[src/rtl/muldiv_iter.sv]
// rtl/muldiv_iter.sv - iterative multiply / multiply-accumulate / restoring divide unit
module muldiv_iter #(
   parameter int WIDTH       = 32,
   parameter int MUL_LATENCY = 1
) (
   input  logic                 clk,
   input  logic                 rst,
   input  logic                 flush,
   input  logic                 start,
   input  logic [2:0]           op,
   input  logic [WIDTH-1:0]     operand_1,
   input  logic [WIDTH-1:0]     operand_2,
   input  logic [WIDTH-1:0]     hi,
   input  logic [WIDTH-1:0]     lo,
   output logic                 ready,
   output logic                 done,
   output logic                 div_zero,
   output logic [2*WIDTH-1:0]   result
);
   localparam int W2 = 2 * WIDTH;
   localparam int CW = $clog2(WIDTH + MUL_LATENCY + 1);

   typedef enum logic [2:0] {S_IDLE, S_MUL, S_DIV, S_FIX, S_DONE} state_t;

   state_t           state;
   logic [2:0]       op_r;
   logic [WIDTH-1:0] mag_1, mag_2;
   logic             sign_1, sign_2;
   logic [W2-1:0]    acc, prod;
   logic [WIDTH-1:0] rem, quo;
   logic [CW-1:0]    cnt;

   logic             in_signed, in_sign_1, in_sign_2, in_div;
   logic [WIDTH-1:0] in_mag_1, in_mag_2;
   logic [WIDTH:0]   shifted, trial;
   logic [W2-1:0]    prod_s, fix_val;
   logic [WIDTH-1:0] quo_s, rem_s;

   always_comb begin
      in_signed = ~op[0];
      in_sign_1 = in_signed & operand_1[WIDTH-1];
      in_sign_2 = in_signed & operand_2[WIDTH-1];
      in_mag_1  = in_sign_1 ? -operand_1 : operand_1;
      in_mag_2  = in_sign_2 ? -operand_2 : operand_2;
      in_div    = (op[2:1] == 2'b01);
   end

   // Restoring step: a borrow in the top bit means the divisor did not fit.
   always_comb begin
      shifted = {rem, quo[WIDTH-1]};
      trial   = shifted - {1'b0, mag_2};
   end

   always_comb begin
      prod_s = (sign_1 ^ sign_2) ? -prod : prod;
      quo_s  = (sign_1 ^ sign_2) ? -quo : quo;
      rem_s  = sign_1 ? -rem : rem;
      case (op_r)
         3'd2, 3'd3: fix_val = {rem_s, quo_s};
         3'd4, 3'd5: fix_val = acc + prod_s;
         3'd6, 3'd7: fix_val = acc - prod_s;
         default:    fix_val = prod_s;
      endcase
   end

   assign ready = (state == S_IDLE) || (state == S_DONE);

   always_ff @(posedge clk) begin
      if (rst) begin
         state    <= S_IDLE;
         done     <= 1'b0;
         div_zero <= 1'b0;
         result   <= '0;
         op_r     <= '0;
         mag_1    <= '0;
         mag_2    <= '0;
         sign_1   <= 1'b0;
         sign_2   <= 1'b0;
         acc      <= '0;
         prod     <= '0;
         rem      <= '0;
         quo      <= '0;
         cnt      <= '0;
      end else if (flush) begin
         state <= S_IDLE;
         done  <= 1'b0;
      end else begin
         done <= 1'b0;
         case (state)
            S_IDLE, S_DONE: begin
               if (start) begin
                  op_r     <= op;
                  mag_1    <= in_mag_1;
                  mag_2    <= in_mag_2;
                  sign_1   <= in_sign_1;
                  sign_2   <= in_sign_2;
                  acc      <= {hi, lo};
                  rem      <= '0;
                  quo      <= in_mag_1;
                  div_zero <= 1'b0;
                  cnt      <= in_div ? CW'(WIDTH - 1) : CW'(MUL_LATENCY - 1);
                  state    <= in_div ? S_DIV : S_MUL;
               end else begin
                  state <= S_IDLE;
               end
            end
            S_MUL: begin
               prod <= W2'(mag_1) * W2'(mag_2);
               if (cnt == '0) state <= S_FIX;
               else           cnt   <= cnt - 1'b1;
            end
            S_DIV: begin
               rem <= trial[WIDTH] ? shifted[WIDTH-1:0] : trial[WIDTH-1:0];
               quo <= {quo[WIDTH-2:0], ~trial[WIDTH]};
               if (cnt == '0) state <= S_FIX;
               else           cnt   <= cnt - 1'b1;
            end
            S_FIX: begin
               result   <= fix_val;
               div_zero <= (op_r[2:1] == 2'b01) && (mag_2 == '0);
               done     <= 1'b1;
               state    <= S_DONE;
            end
            default: state <= S_IDLE;
         endcase
      end
   end
endmodule

[config.mk]
export PLATFORM = sky130hd
export DESIGN_NAME = muldiv_iter
export DESIGN_NICKNAME = d
export VERILOG_FILES = /design/src/rtl/muldiv_iter.sv
export SDC_FILE = /design/constraint.sdc
export NUM_CORES = 2
export LEC_CHECK = 0
export ABC_AREA = 1
export CAP_MARGIN = 40
export CORE_AREA = 3 3 348 281
export DETAILED_ROUTE_END_ITERATION = 8
export DIE_AREA = 0 0 351 284
export DONT_BUFFER_PORTS = 1
export MAX_ROUTING_LAYER = met4
export PLACE_DENSITY = 0.92
export RECOVER_POWER = 100
export SLEW_MARGIN = 20
export SYNTH_ARGS = -nofsm -noshare
export SYNTH_HDL_FRONTEND = slang
export SYNTH_SLANG_ARGS = --single-unit
[constraint.sdc]
create_clock -name clk -period 10.3 [get_ports clk]
set_input_delay 2.06 -clock clk [delete_from_list [all_inputs] [get_ports clk]]
set_output_delay 2.06 -clock clk [all_outputs]
set_load 0.05 [all_outputs]
# Word-level counts from Yosys, hierarchy flattened
# Cells that the tools add are included.
# word_totals
out_inout_bits,67
ram_bits,0
mem_bits_ro,0
latchBits,0
word_cells,87
register_bits,336
memories,0
# op_classes
eq_ne,15
bitwise,6
div_mod_pow,0
n_reduce_logical,20
add_sub_neg,9
mul,1
muxes,22
magnitude_cmp,0
shifts,0
# ops
op,count
32-bit two-way mux,7
64-bit case mux with 3 select lines,1
32-bit negator,4
32-bit case mux with 2 select lines,2
64-bit adder,1
32-bit by 32-bit multiplier with 64-bit output,1
64-bit two-way mux,1
64-bit negator,1
64-bit subtractor,1
33-bit by 32-bit subtractor with 33-bit output,1
32-bit zero test,1
3-bit equality test (second input constant),5
3-bit by 2-bit equality test with 1-bit output (second input constant),4
6-bit two-way mux,2
6-bit case mux with 2 select lines,1
2-bit OR reduction,6
3-bit case mux with 3 select lines,1
3-bit AND reduction,3
6-bit zero test,1
2-bit nonzero test,3
6-bit by 1-bit subtractor with 6-bit output (second input constant),1
5-bit two-way mux,1
2-bit by 1-bit equality test with 1-bit output (second input constant),2
2-bit two-way mux,2
14 further kinds,20

# Logic depth before layout (Yosys ltp)
# logic_depth
depth_word,5
ltp_mapped,35
mapped_depth_nobuf,34

# Least setup slack after synthesis
# Ideal clock, no wire load.
# synth_path
path_type,reg2reg
start,register mag_2[5]
end,register prod[56]
required_time_ps,10185
path_slack_ps,3444
n_path_buf,2
stages_incl_launch_ff,31
synth_period_minus_slack_ps,6856
arrival_ps,6740
cell_sequence,dfxtp_1 clkbuf_1 clkbuf_1 nand2_1 fa_1 inv_1 fa_1 fa_1 inv_1 fa_1 inv_1 fa_1 fa_1 fa_1 inv_1 fa_1 inv_1 ha_1 a21oi_1 o21a_1 inv_1 a21oi_1 nor2_1 a211oi_1 nand3_1 nand3_1 nand2_1 a21oi_1 nor2_1 o21ai_0 inv_1
# synth_via
elab_chain_len,1
# synth_lines
element,line,rtl
from (decl),27,"logic [WIDTH-1:0] mag_1, mag_2;"
from (signal assigned),94,mag_2 <= in_mag_2;
32-bit by 32-bit multiplier with 64-bit output,108,prod <= W2'(mag_1) * W2'(mag_2);
to (signal assigned),108,
to (decl),29,"logic [W2-1:0] acc, prod;"
# Every way passes these cells.
# A chain may end at the register's enable or synchronous reset.

# Worst setup path after layout
# layout_path
start,register sign_1
end,register result[61]
# layout_via
elab_chain_len,4
elab_cells_between_ends,6
# layout_lines
element,line,rtl
from (decl),28,"logic sign_1, sign_2;"
from (signal assigned),95,sign_1 <= in_sign_1;
1-bit bitwise XOR,55,prod_s = (sign_1 ^ sign_2) ? -prod : prod;
64-bit two-way mux,55,
64-bit subtractor or 64-bit adder (tied branches),"61, 60",
64-bit case mux with 3 select lines (*),58,case (op_r)
to (signal assigned),119,result <= fix_val;
to (decl),18,output logic [2*WIDTH-1:0] result
# Every way passes the cells marked *; elsewhere a longest branch is shown, timed or not.

==> impl_metrics.csv <==
group,metric,value,unit
grt,grt_pass1_vias,59700,
power,peakVddDrop,0.000166,V
sta,report.final.slew_viol_count,508,
power,cellPowerDensity,118,nW/um^2
setup_path,rr_endpoint,"result[61]$_SDFFE_PP0P_",
final_layout,area_delta_synth_final,3.80,%
grt,grt_pass1_wl,351000,um
die,rows,101,
setup_path,critPathTopFamily,"simple AND/OR/NAND/NOR gates",
setup_path,startpoint_type,"flop",
cts,postCtsHoldBufs,0,
sta,post-route-min-period,9.24,ns
sta,finalCritPeriodShare,89.7,%
detailed_routing,dr.pass1.iters,9,
grt,top_usage_layer,"met2",
power,power.static_leakage,36.3,nW
cts,insertion_delay,0.62,ns
setup_path,critPathKind,"reg -> reg",
die,num_io_pins,202,
grt,grt.met3_usage,15.7,%
yosys,syn-num-nets,10300,
setup_path,crit_start,"sign_1$_SDFFE_PP0P_",
yosys,ys_ff_latch,335,
grt,grt_overflow,0,
detailed_routing,drc,0,
sta,final_hold_viol_count,0,
die,die_area,99700,um^2
grt,grt_usage,47.6,%
setup_path,critPathArrivalTime,9.73,ns
die,core_region_area,94700,um^2
setup_path,required,10.79,ns
cts,cts_resized,0,
sta,rsz0062_at_grt,"false",
setup_path,r2r_start,"sign_1$_SDFFE_PP0P_",
yosys,netlist_area,61200,um^2
yosys,synth_top_cell_area_share,29.4,%
cts,postCtsSetupBuffers,0,
yosys,ys_seq_area_share,11.0,%
detailed_routing,vias,60500,
yosys,async_flop_share,0,%
cts,clk_pin_slew,0.07,ns
final_layout,drive_above_1_share,3.04,%
setup_path,slowest_stage,"clkinvlp_2",
yosys,synth_edf_count,0,
yosys,ys_types,55,
setup_path,r2r_setup_slack,1.06,ns
cts,h-tree-depth,2,
die,die_y,284,um
sta,holdWs,0.478,ns
sta,maxSlewHeadroom,-136,%
detailed_routing,viasPerCell,6.07,
yosys,synth-main-ff-cell,"dfxtp_1",
placement,gp_congestion,1.12,
power,p_total,7.48,mW
detailed_routing,drt_iter0_markers,8433,
setup_path,critPathCapture,"result[61]$_SDFFE_PP0P_",
grt,grt_use_met1,63.2,%
detailed_routing,wl_per_cell,23.3,um
cts,cts_buffers,40,
cts,cts.sinks,335,
sta,skew,0.0503,ns
yosys,yosysTopAreaCell,"fa_1",
sta,fmax,108,MHz
die,start_util,64.7,%
detailed_routing,finalWirelength,232000,um
cts,clock-root-buffer,"clkbuf_16",
yosys,syn_avg_cell_area,6.85,um^2
sta,fin_setup_tns,0,ns
yosys,ys_warn_count,0,
setup_path,reg2reg_depth,29,
grt,grt_max_degree,155,
placement,hpwlAfterDp,188000,um
job,drv_cap,10,
yosys,post_synth_main_area_contributors,"fa_1 29%, inv_1 13%, nand2_1 12%",
setup_path,worstPathMaxFanout,37,
worst_hold_path,hold_class,"reg -> reg",
cts,clock_path_buffers,3,
worst_hold_path,holdCritStartpoint,"sign_2$_SDFFE_PP0P_",
status,violations,"capacitance limit, slew limit",
placement,io_buffers,0,
die,die_w,351,um
cts,tritoncts,"done",
sta,tightest_slew,3.54,ns
detailed_routing,ant_nets,0,
final_layout,final_nets,10100,
grt,met2_usage,66.5,%
setup_path,end_kind,"flop",
status,status,"finished, violations left",
setup_path,crit_cells,29,
grt,antenna_found_initial,4,
setup_path,critPathBufInv,7,
yosys,syn_inst,8940,
setup_path,max_stage_delay,1.40,ns
final_layout,fillCellCount,7871,
sta,setup-violations-final,0,
## state kept, by name, summed over array words and instances (netlist names)
name      flops
sign_1        1
quo          32
rem          32
sign_2        1
result       64
done          1
op_r          2
div_zero      1
cnt           6
mag_2        32
acc          64
mag_1        32
state         3
prod         64
## where the power goes
part           switching (mW)  internal [mW]
clock network           0.701          0.878
logic                    3.05           1.37
registers               0.115           1.37
total                    3.87           3.61
## area by class of cell
type                    instances  area (um^2)  area share (%)
clock inverters                22          308           0.484
inverters                    2188         8220            12.9
flip-flops and latches        335         6710            10.6
diodes                          5         12.5          0.0197
clock buffers                  51         1070            1.69
repair buffers                133         1040            1.64
well taps                    1236         1550            2.43
multi-input cells            5994        44600            70.2
## metal layers
metal,up-vias,wire length [um]
met4,0,12800
met1,28500,89200
met3,968,35300
li1,26500,-
met5,-,0
met2,4519,95000
## per-stage QoR
| stage | utilization (%) | worst slack [ns] | area, um^2 | std cells |
|---|---|---|---|---|
| 2_1_floorplan | - | 3.44 | 61200 | 8940 |
| 3_3_place_gp | 65.4 | 2.13 | 61900 | 9850 |
| 3_5_place_dp | 65.6 | 2.25 | 62100 | 9872 |
| 4_1_cts | 67.1 | 2.24 | 63500 | 9945 |
| 5_1_grt | 67.1 | 0.878 | 63500 | 9961 |
| 6_report | 67.1 | 1.06 | 63500 | 9964 |
## how the worst min path moves through the flow
stage                                 to  slack [ns]  depth (start not counted)
global placement    quo[30]$_SDFFE_PP0P_        0.45                          2
CTS                  sign_2$_SDFFE_PP0P_        0.48                          2
finish               sign_2$_SDFFE_PP0P_        0.48                          2
global route        quo[30]$_SDFFE_PP0P_        0.49                          2
detailed placement   sign_2$_SDFFE_PP0P_        0.47                          2
floorplan            acc[0]$_SDFFE_PP0P_        0.44                          2
## kinds of logic (layout without fill, tap and decap cells)
| kind of cell | after synthesis | in the layout | share of synthesized area (%) |
|---|---|---|---|
| AND/OR/NAND/NOR | 3191 | 3191 | 21.1 |
| AO/OA/AOI/OAI | 1339 | 1339 | 12.1 |
| flip-flops | 335 | 335 | 11.0 |
| adder cells (fa/ha/maj) | 1263 | 1263 | 36.8 |
| buffers and inverters | 2611 | 2394 | 16.1 |
| other | 0 | 5 | 0 |
| XOR/XNOR | 201 | 201 | 2.88 |
## cell usage after synthesis, types with 6 or more instances
library cell and number:
a211oi_1 10, a21boi_0 9, a21o_1 10, a21oi_1 539
a221oi_1 17, a31oi_1 91, a41oi_1 9, buf_1 20
buf_2 14, clkbuf_1 384, dfxtp_1 335, fa_1 898
ha_1 365, inv_1 2172, inv_2 10, nand2_1 1929
nand2_2 9, nand3_1 257, nand3_2 7, nand3b_1 13
nand4_1 65, nor2_1 754, nor2_2 6, nor2_4 6
nor3_1 78, nor4_1 27, o211ai_1 64, o21a_1 32
o21ai_0 480, o21ai_1 19, o21bai_1 12, o221ai_1 16
o31ai_1 9, or2_2 26, xnor2_1 71, xor2_1 130
## layout by cell type, fill, tap and decap left out, types with 27 or more instances in the layout
cell type / n
o211ai_1: 64
nor4_1: 27
a31oi_1: 91
dfxtp_1: 333
o21ai_0: 482
nor2_1: 755
inv_1: 2171
nand3_1: 259
nand4_1: 65
clkbuf_16: 40
ha_1: 365
nor3_1: 78
xnor2_1: 71
a21oi_1: 539
xor2_1: 130
buf_4: 90
nand2_1: 1929
o21a_1: 32
fa_1: 898
## worst min-delay path: stages (launching register included)
cell and delay [ns]:
dfxtp_1 0.31, inv_1 0.06, a21oi_1 0.06
No activity file was read; power rests on OpenSTA's default activity.
